[src/rtl/iob_iob2axil.sv]
// IOb subordinate to AXI-Lite manager bridge, one outstanding transaction.
// Optional sticky response-error flag: define IOB_IOB2AXIL_ERR_EN to add err_o/err_clr_i.
module iob_iob2axil #(
  parameter int AXIL_ADDR_W = 21,
  parameter int AXIL_DATA_W = 32,
  parameter int ADDR_W      = AXIL_ADDR_W,
  parameter int DATA_W      = AXIL_DATA_W
) (
  input  logic                     clk_i,
  input  logic                     cke_i,
  input  logic                     rst_i,
`ifdef IOB_IOB2AXIL_ERR_EN
  input  logic                     err_clr_i,
  output logic                     err_o,
`endif
  input  logic                     iob_valid_i,
  input  logic [ADDR_W-1:0]        iob_addr_i,
  input  logic [DATA_W-1:0]        iob_wdata_i,
  input  logic [DATA_W/8-1:0]      iob_wstrb_i,
  output logic                     iob_ready_o,
  output logic                     iob_rvalid_o,
  output logic [DATA_W-1:0]        iob_rdata_o,
  input  logic                     iob_rready_i,
  output logic                     axil_awvalid_o,
  input  logic                     axil_awready_i,
  output logic [AXIL_ADDR_W-1:0]   axil_awaddr_o,
  output logic                     axil_wvalid_o,
  input  logic                     axil_wready_i,
  output logic [AXIL_DATA_W-1:0]   axil_wdata_o,
  output logic [AXIL_DATA_W/8-1:0] axil_wstrb_o,
  input  logic                     axil_bvalid_i,
  output logic                     axil_bready_o,
  input  logic [1:0]               axil_bresp_i,
  output logic                     axil_arvalid_o,
  input  logic                     axil_arready_i,
  output logic [AXIL_ADDR_W-1:0]   axil_araddr_o,
  input  logic                     axil_rvalid_i,
  output logic                     axil_rready_o,
  input  logic [AXIL_DATA_W-1:0]   axil_rdata_i,
  input  logic [1:0]               axil_rresp_i
);

  typedef enum logic [2:0] {
    IDLE, WR, WR_B, RD_AR, RD_R, RD_RESP
  } state_t;

  state_t                   state_q, state_d;
  logic [AXIL_ADDR_W-1:0]   addr_q, addr_d;
  logic [AXIL_DATA_W-1:0]   wdata_q, wdata_d;
  logic [AXIL_DATA_W/8-1:0] wstrb_q, wstrb_d;
  logic [DATA_W-1:0]        rdata_q, rdata_d;
  logic awvalid_q, awvalid_d, wvalid_q, wvalid_d, bready_q, bready_d;
  logic arvalid_q, arvalid_d, rready_q, rready_d, rvalid_q, rvalid_d;

  always_ff @(posedge clk_i) begin
    if (cke_i) begin
      if (rst_i) begin
        state_q   <= IDLE;
        addr_q    <= '0;
        wdata_q   <= '0;
        wstrb_q   <= '0;
        rdata_q   <= '0;
        awvalid_q <= 1'b0;
        wvalid_q  <= 1'b0;
        bready_q  <= 1'b0;
        arvalid_q <= 1'b0;
        rready_q  <= 1'b0;
        rvalid_q  <= 1'b0;
      end else begin
        state_q   <= state_d;
        addr_q    <= addr_d;
        wdata_q   <= wdata_d;
        wstrb_q   <= wstrb_d;
        rdata_q   <= rdata_d;
        awvalid_q <= awvalid_d;
        wvalid_q  <= wvalid_d;
        bready_q  <= bready_d;
        arvalid_q <= arvalid_d;
        rready_q  <= rready_d;
        rvalid_q  <= rvalid_d;
      end
    end
  end

  always_comb begin
    state_d   = state_q;
    addr_d    = addr_q;
    wdata_d   = wdata_q;
    wstrb_d   = wstrb_q;
    rdata_d   = rdata_q;
    awvalid_d = awvalid_q;
    wvalid_d  = wvalid_q;
    bready_d  = bready_q;
    arvalid_d = arvalid_q;
    rready_d  = rready_q;
    rvalid_d  = rvalid_q;
    unique case (state_q)
      IDLE: begin
        if (iob_valid_i) begin
          addr_d  = AXIL_ADDR_W'(iob_addr_i);
          wdata_d = iob_wdata_i;
          wstrb_d = iob_wstrb_i;
          if (|iob_wstrb_i) begin
            state_d   = WR;
            awvalid_d = 1'b1;
            wvalid_d  = 1'b1;
          end else begin
            state_d   = RD_AR;
            arvalid_d = 1'b1;
          end
        end
      end
      WR: begin
        // AW and W retire independently; B opens once both valids have dropped
        if (axil_awready_i) awvalid_d = 1'b0;
        if (axil_wready_i)  wvalid_d  = 1'b0;
        if (!awvalid_d && !wvalid_d) begin
          state_d  = WR_B;
          bready_d = 1'b1;
        end
      end
      WR_B: begin
        if (axil_bvalid_i) begin
          bready_d = 1'b0;
          state_d  = IDLE;
        end
      end
      RD_AR: begin
        if (axil_arready_i) begin
          arvalid_d = 1'b0;
          rready_d  = 1'b1;
          state_d   = RD_R;
        end
      end
      RD_R: begin
        if (axil_rvalid_i) begin
          rdata_d  = axil_rdata_i;
          rready_d = 1'b0;
          rvalid_d = 1'b1;
          state_d  = RD_RESP;
        end
      end
      RD_RESP: begin
        if (iob_rready_i) begin
          rvalid_d = 1'b0;
          state_d  = IDLE;
        end
      end
      default: state_d = IDLE;
    endcase
  end

  assign iob_ready_o    = (state_q == IDLE);
  assign iob_rvalid_o   = rvalid_q;
  assign iob_rdata_o    = rdata_q;
  assign axil_awvalid_o = awvalid_q;
  assign axil_awaddr_o  = addr_q;
  assign axil_wvalid_o  = wvalid_q;
  assign axil_wdata_o   = wdata_q;
  assign axil_wstrb_o   = wstrb_q;
  assign axil_bready_o  = bready_q;
  assign axil_arvalid_o = arvalid_q;
  assign axil_araddr_o  = addr_q;
  assign axil_rready_o  = rready_q;

`ifdef IOB_IOB2AXIL_ERR_EN
  logic err_q, err_d, err_set;

  assign err_set = (state_q == WR_B && axil_bvalid_i && axil_bresp_i != 2'b00) ||
                   (state_q == RD_R && axil_rvalid_i && axil_rresp_i != 2'b00);

  always_comb begin
    err_d = err_q;
    if (err_clr_i) err_d = 1'b0;
    if (err_set)   err_d = 1'b1;
  end

  always_ff @(posedge clk_i) begin
    if (cke_i) begin
      if (rst_i) err_q <= 1'b0;
      else       err_q <= err_d;
    end
  end

  assign err_o = err_q;
`else
  logic unused_resp;
  assign unused_resp = ^{axil_bresp_i, axil_rresp_i};
`endif

endmodule

[config.mk]
export PLATFORM = sky130hd
export DESIGN_NAME = iob_iob2axil
export DESIGN_NICKNAME = d
export VERILOG_FILES = /design/src/rtl/iob_iob2axil.sv
export SDC_FILE = /design/constraint.sdc
export NUM_CORES = 1
export LEC_CHECK = 0
export BUFFER_PORTS_ARGS = -buffer_cell sky130_fd_sc_hd__buf_2
export CAP_MARGIN = 40
export CORE_MARGIN = 1.5
export CORE_UTILIZATION = 45
export DETAILED_ROUTE_END_ITERATION = 6
export GPL_TIMING_DRIVEN = 1
export PLACE_DENSITY = 0.81
export SETUP_SLACK_MARGIN = 0.15
export SYNTH_ARGS = -nofsm -noshare
export SYNTH_HDL_FRONTEND = slang
export SYNTH_SLANG_ARGS = --single-unit
[constraint.sdc]
create_clock -name clk_i -period 5 [get_ports clk_i]
set_input_delay 0.5 -clock clk_i [delete_from_list [all_inputs] [get_ports clk_i]]
set_output_delay 0.5 -clock clk_i [all_outputs]
set_load 0.02 [all_outputs]
==> run_results.csv <==
group,metric,value,unit
run_status,status,"finished, final reports clean",
place,gp_congestion,0.777,
clocking,cts_tree,"done",
global_route,grtUsageTotal,19.0,%
pwr,vdd_drop_max,0.000150,V
timing,fin_crit,2.43,ns
routing,wirelength,9.11,mm
critical_path,cpPeakStageDelay,0.59,ns
timing,tightest_slew,0.739,ns
routing,ant_nets,0,
synth,synth.most_common_cell,"edfxtp_1",
clocking,clkTransAtPathRegs,0.09,ns
critical_path,cp-end-kind,"flop",
clocking,cts_buffer_depth,2,
critical_path,critPathTopFamily,"simple AND/OR/NAND/NOR gates",
timing,fmax,411,MHz
final_layout,diodes,0,
timing,rsz0062_at_grt,"no",
routing,dr.pass1.iters,4,
global_route,use_met2,34.2,%
synth,synthCells,277,
critical_path,path_buf_inv,1,
place,place_ws,2.53,ns
run,cap_violations,0,
timing,slew-limit-headroom,50.6,%
synth,yosysSeqAreaShare,73.0,%
global_route,grt_max_degree,73,
timing,slew_viol_final,0,
final_layout,n_fill_cell,700,
place,placed_cells,568,
clocking,cts_inserted_buffers,9,
clocking,clkSinkCount,98,
critical_path,cp_max_fo,32,
die,ios,220,
global_route,gr-total-overflow,0,
clocking,cts_setup_buffers,0,
final_layout,nNetsFinal,574,
global_route,met3_usage,5.61,%
final_layout,fin_cells,584,
timing,clock-skew-final,0.00627,ns
final_layout,layout-drive-gt1-share,49.8,%
global_route,grt_pass1_vias,2747,
synth,ys_warn_count,0,
timing,hold_viol,0,
timing,fin_tns_setup,0,ns
die,core,8680,µm²
global_route,grt-busiest-layer,"met2",
synth,yosys_register_bits,98,
synth,postSynthAreaPerCell,14.5,µm²
clocking,cts_hold_buf,0,
final_layout,syn2layout_area_growth,30.7,%
routing,viasPerCell,4.76,
place,placed_area,5080,µm²
synth,synthesis.area,4030,µm²
critical_path,path_class,"reg -> reg",
final_layout,final_core_util,60.7,%
min_path,hp-class,"in -> reg",
die,die_w,97.6,µm
critical_path,path_cells,"nor3_1, a21oi_1, nor2_4, buf_4",
synth,synth_ff_type,"edfxtp_1",
synth,yosysUniqueCellTypes,27,
routing,drc,0,
routing,routedWlPerCell,15.6,µm
synth,synth_area_leaders,"edfxtp_1 73%, nor2b_1 14%, buf_4 3.9%",
die,num_rows,34,
global_route,antenna_found_initial,2,
critical_path,rr_worst_depth,4,
min_path,whs_path_depth,2,
clocking,cts_resized,0,
clocking,clkLatencyLatePin,0.35,ns
timing,setup-violations-final,0,
clocking,clock-root-buffer,"clkbuf_8",
routing,drt-initial-drc-count,108,
global_route,grt_pass1_wl,13.9,mm
pwr,power.total,1.72,mW
timing,fin_crit_sh,48.7,%
clocking,ctsHtreeMaxLevel,3,
final_layout,design_area,5270,µm²
synth,yosysTopAreaCellShare,73.0,%
timing,fin_ws,2.57,ns
synth,async_flop_share,0,%
die,initial_core_util,46.4,%
global_route,use_met1,20.6,%
place,port-buffer-count,215,
synth,synth-edff-count,98,
synth,synth_top_cell_by_area,"edfxtp_1",
timing,hold_ws,0.432,ns
pwr,p_leak,2.27,nW
routing,dr_total_vias,2778,
critical_path,cp-start-kind,"flop",
die,floorplan.die_area,9530,µm²
critical_path,slowest_stage,"nor2_4",
critical_path,required,5.00,ns
critical_path,crit_cells,4,
critical_path,cp.arrival,2.44,ns
place,dpl.hpwl,6.78,mm
die,die_h,97.6,µm
synth,synth_common_cells,"98 x edfxtp_1, 90 x nor2b_1, 21 x buf_4",
pwr,powerDensity,327,nW/µm²
synth,syn_nets,380,
[kinds of logic (layout without fill, tap and decap cells)]
family | Yosys count | after routing | synth area share, %
AND/OR/NAND/NOR | 122 | 122 | 18.2
buffers and inverters | 38 | 237 | 5.74
flip-flops | 98 | 98 | 73.0
AO/OA/AOI/OAI | 19 | 19 | 3.07
[flip-flops by register name, summed over array words and instances, names as in the netlist, 3 cells and up]
register,flops
iob_rdata_o,32
state_q,3
axil_wdata_o,32
axil_araddr_o,21
axil_wstrb_o,4
[per-layer routing]
metal	wire length [µm]	vias to the layer above
li1	-	1322
met1	3270	1299
met2	5000	135
met3	630	18
met4	178	4
met5	31	-
[power by group]
| group | internal (mW) | switching [mW] | leakage, nW | total (mW) |
|---|---|---|---|---|
| Combinational | 0.0932 | 0.148 | 1.23 | 0.242 |
| Clock | 0.234 | 0.270 | 0.0987 | 0.503 |
| Sequential | 0.959 | 0.0199 | 0.948 | 0.979 |
| Total | 1.29 | 0.438 | 2.27 | 1.72 |
[area by class of cell]
type                       instances  area (µm²)  area share [%]
tap                              108         135            2.56
clock buffer                      10         128            2.42
sequential                        98        2940            55.9
timing repair buffer             218        1120            21.3
inverter                           3        11.3           0.214
multi-input combinational        141         866            16.4
clock inverter                     6        65.1            1.23
[cells in the final DEF (no fill, tap or decap)]
cell and count:
bufinv_16 1, clkinv_1 1, a211oi_1 1, o31ai_1 1, nor2b_1 90, buf_16 1
buf_4 3, inv_6 2, a21oi_1 10, nor4_1 1, clkbuf_8 9, nor2_1 13
nor2_2 1, and2_1 1, clkinv_4 1, nor2b_4 1, o211a_1 2, nor2_4 1
nand2_1 3, nand2b_1 4, clkbuf_1 1, nor3_1 4, o311a_1 1, or2_1 1
edfxtp_1 98, buf_2 214, a21oi_2 1, clkinv_2 1, inv_1 3, or4_4 1
o21bai_1 1, o21ai_0 1, and4bb_1 1, o211ai_1 1
[path summary, 6_finish.rpt]
path                       endpoint            from  slack (ns)
setup / recovery  axil_araddr_o[12]      state_q[0]        2.57
hold / removal     axil_araddr_o[0]   iob_addr_i[0]        0.43
setup reg to reg  axil_araddr_o[12]      state_q[0]        2.57
hold reg to reg      axil_awvalid_o  axil_awvalid_o        0.68
Power figures use the tool's default switching activity.
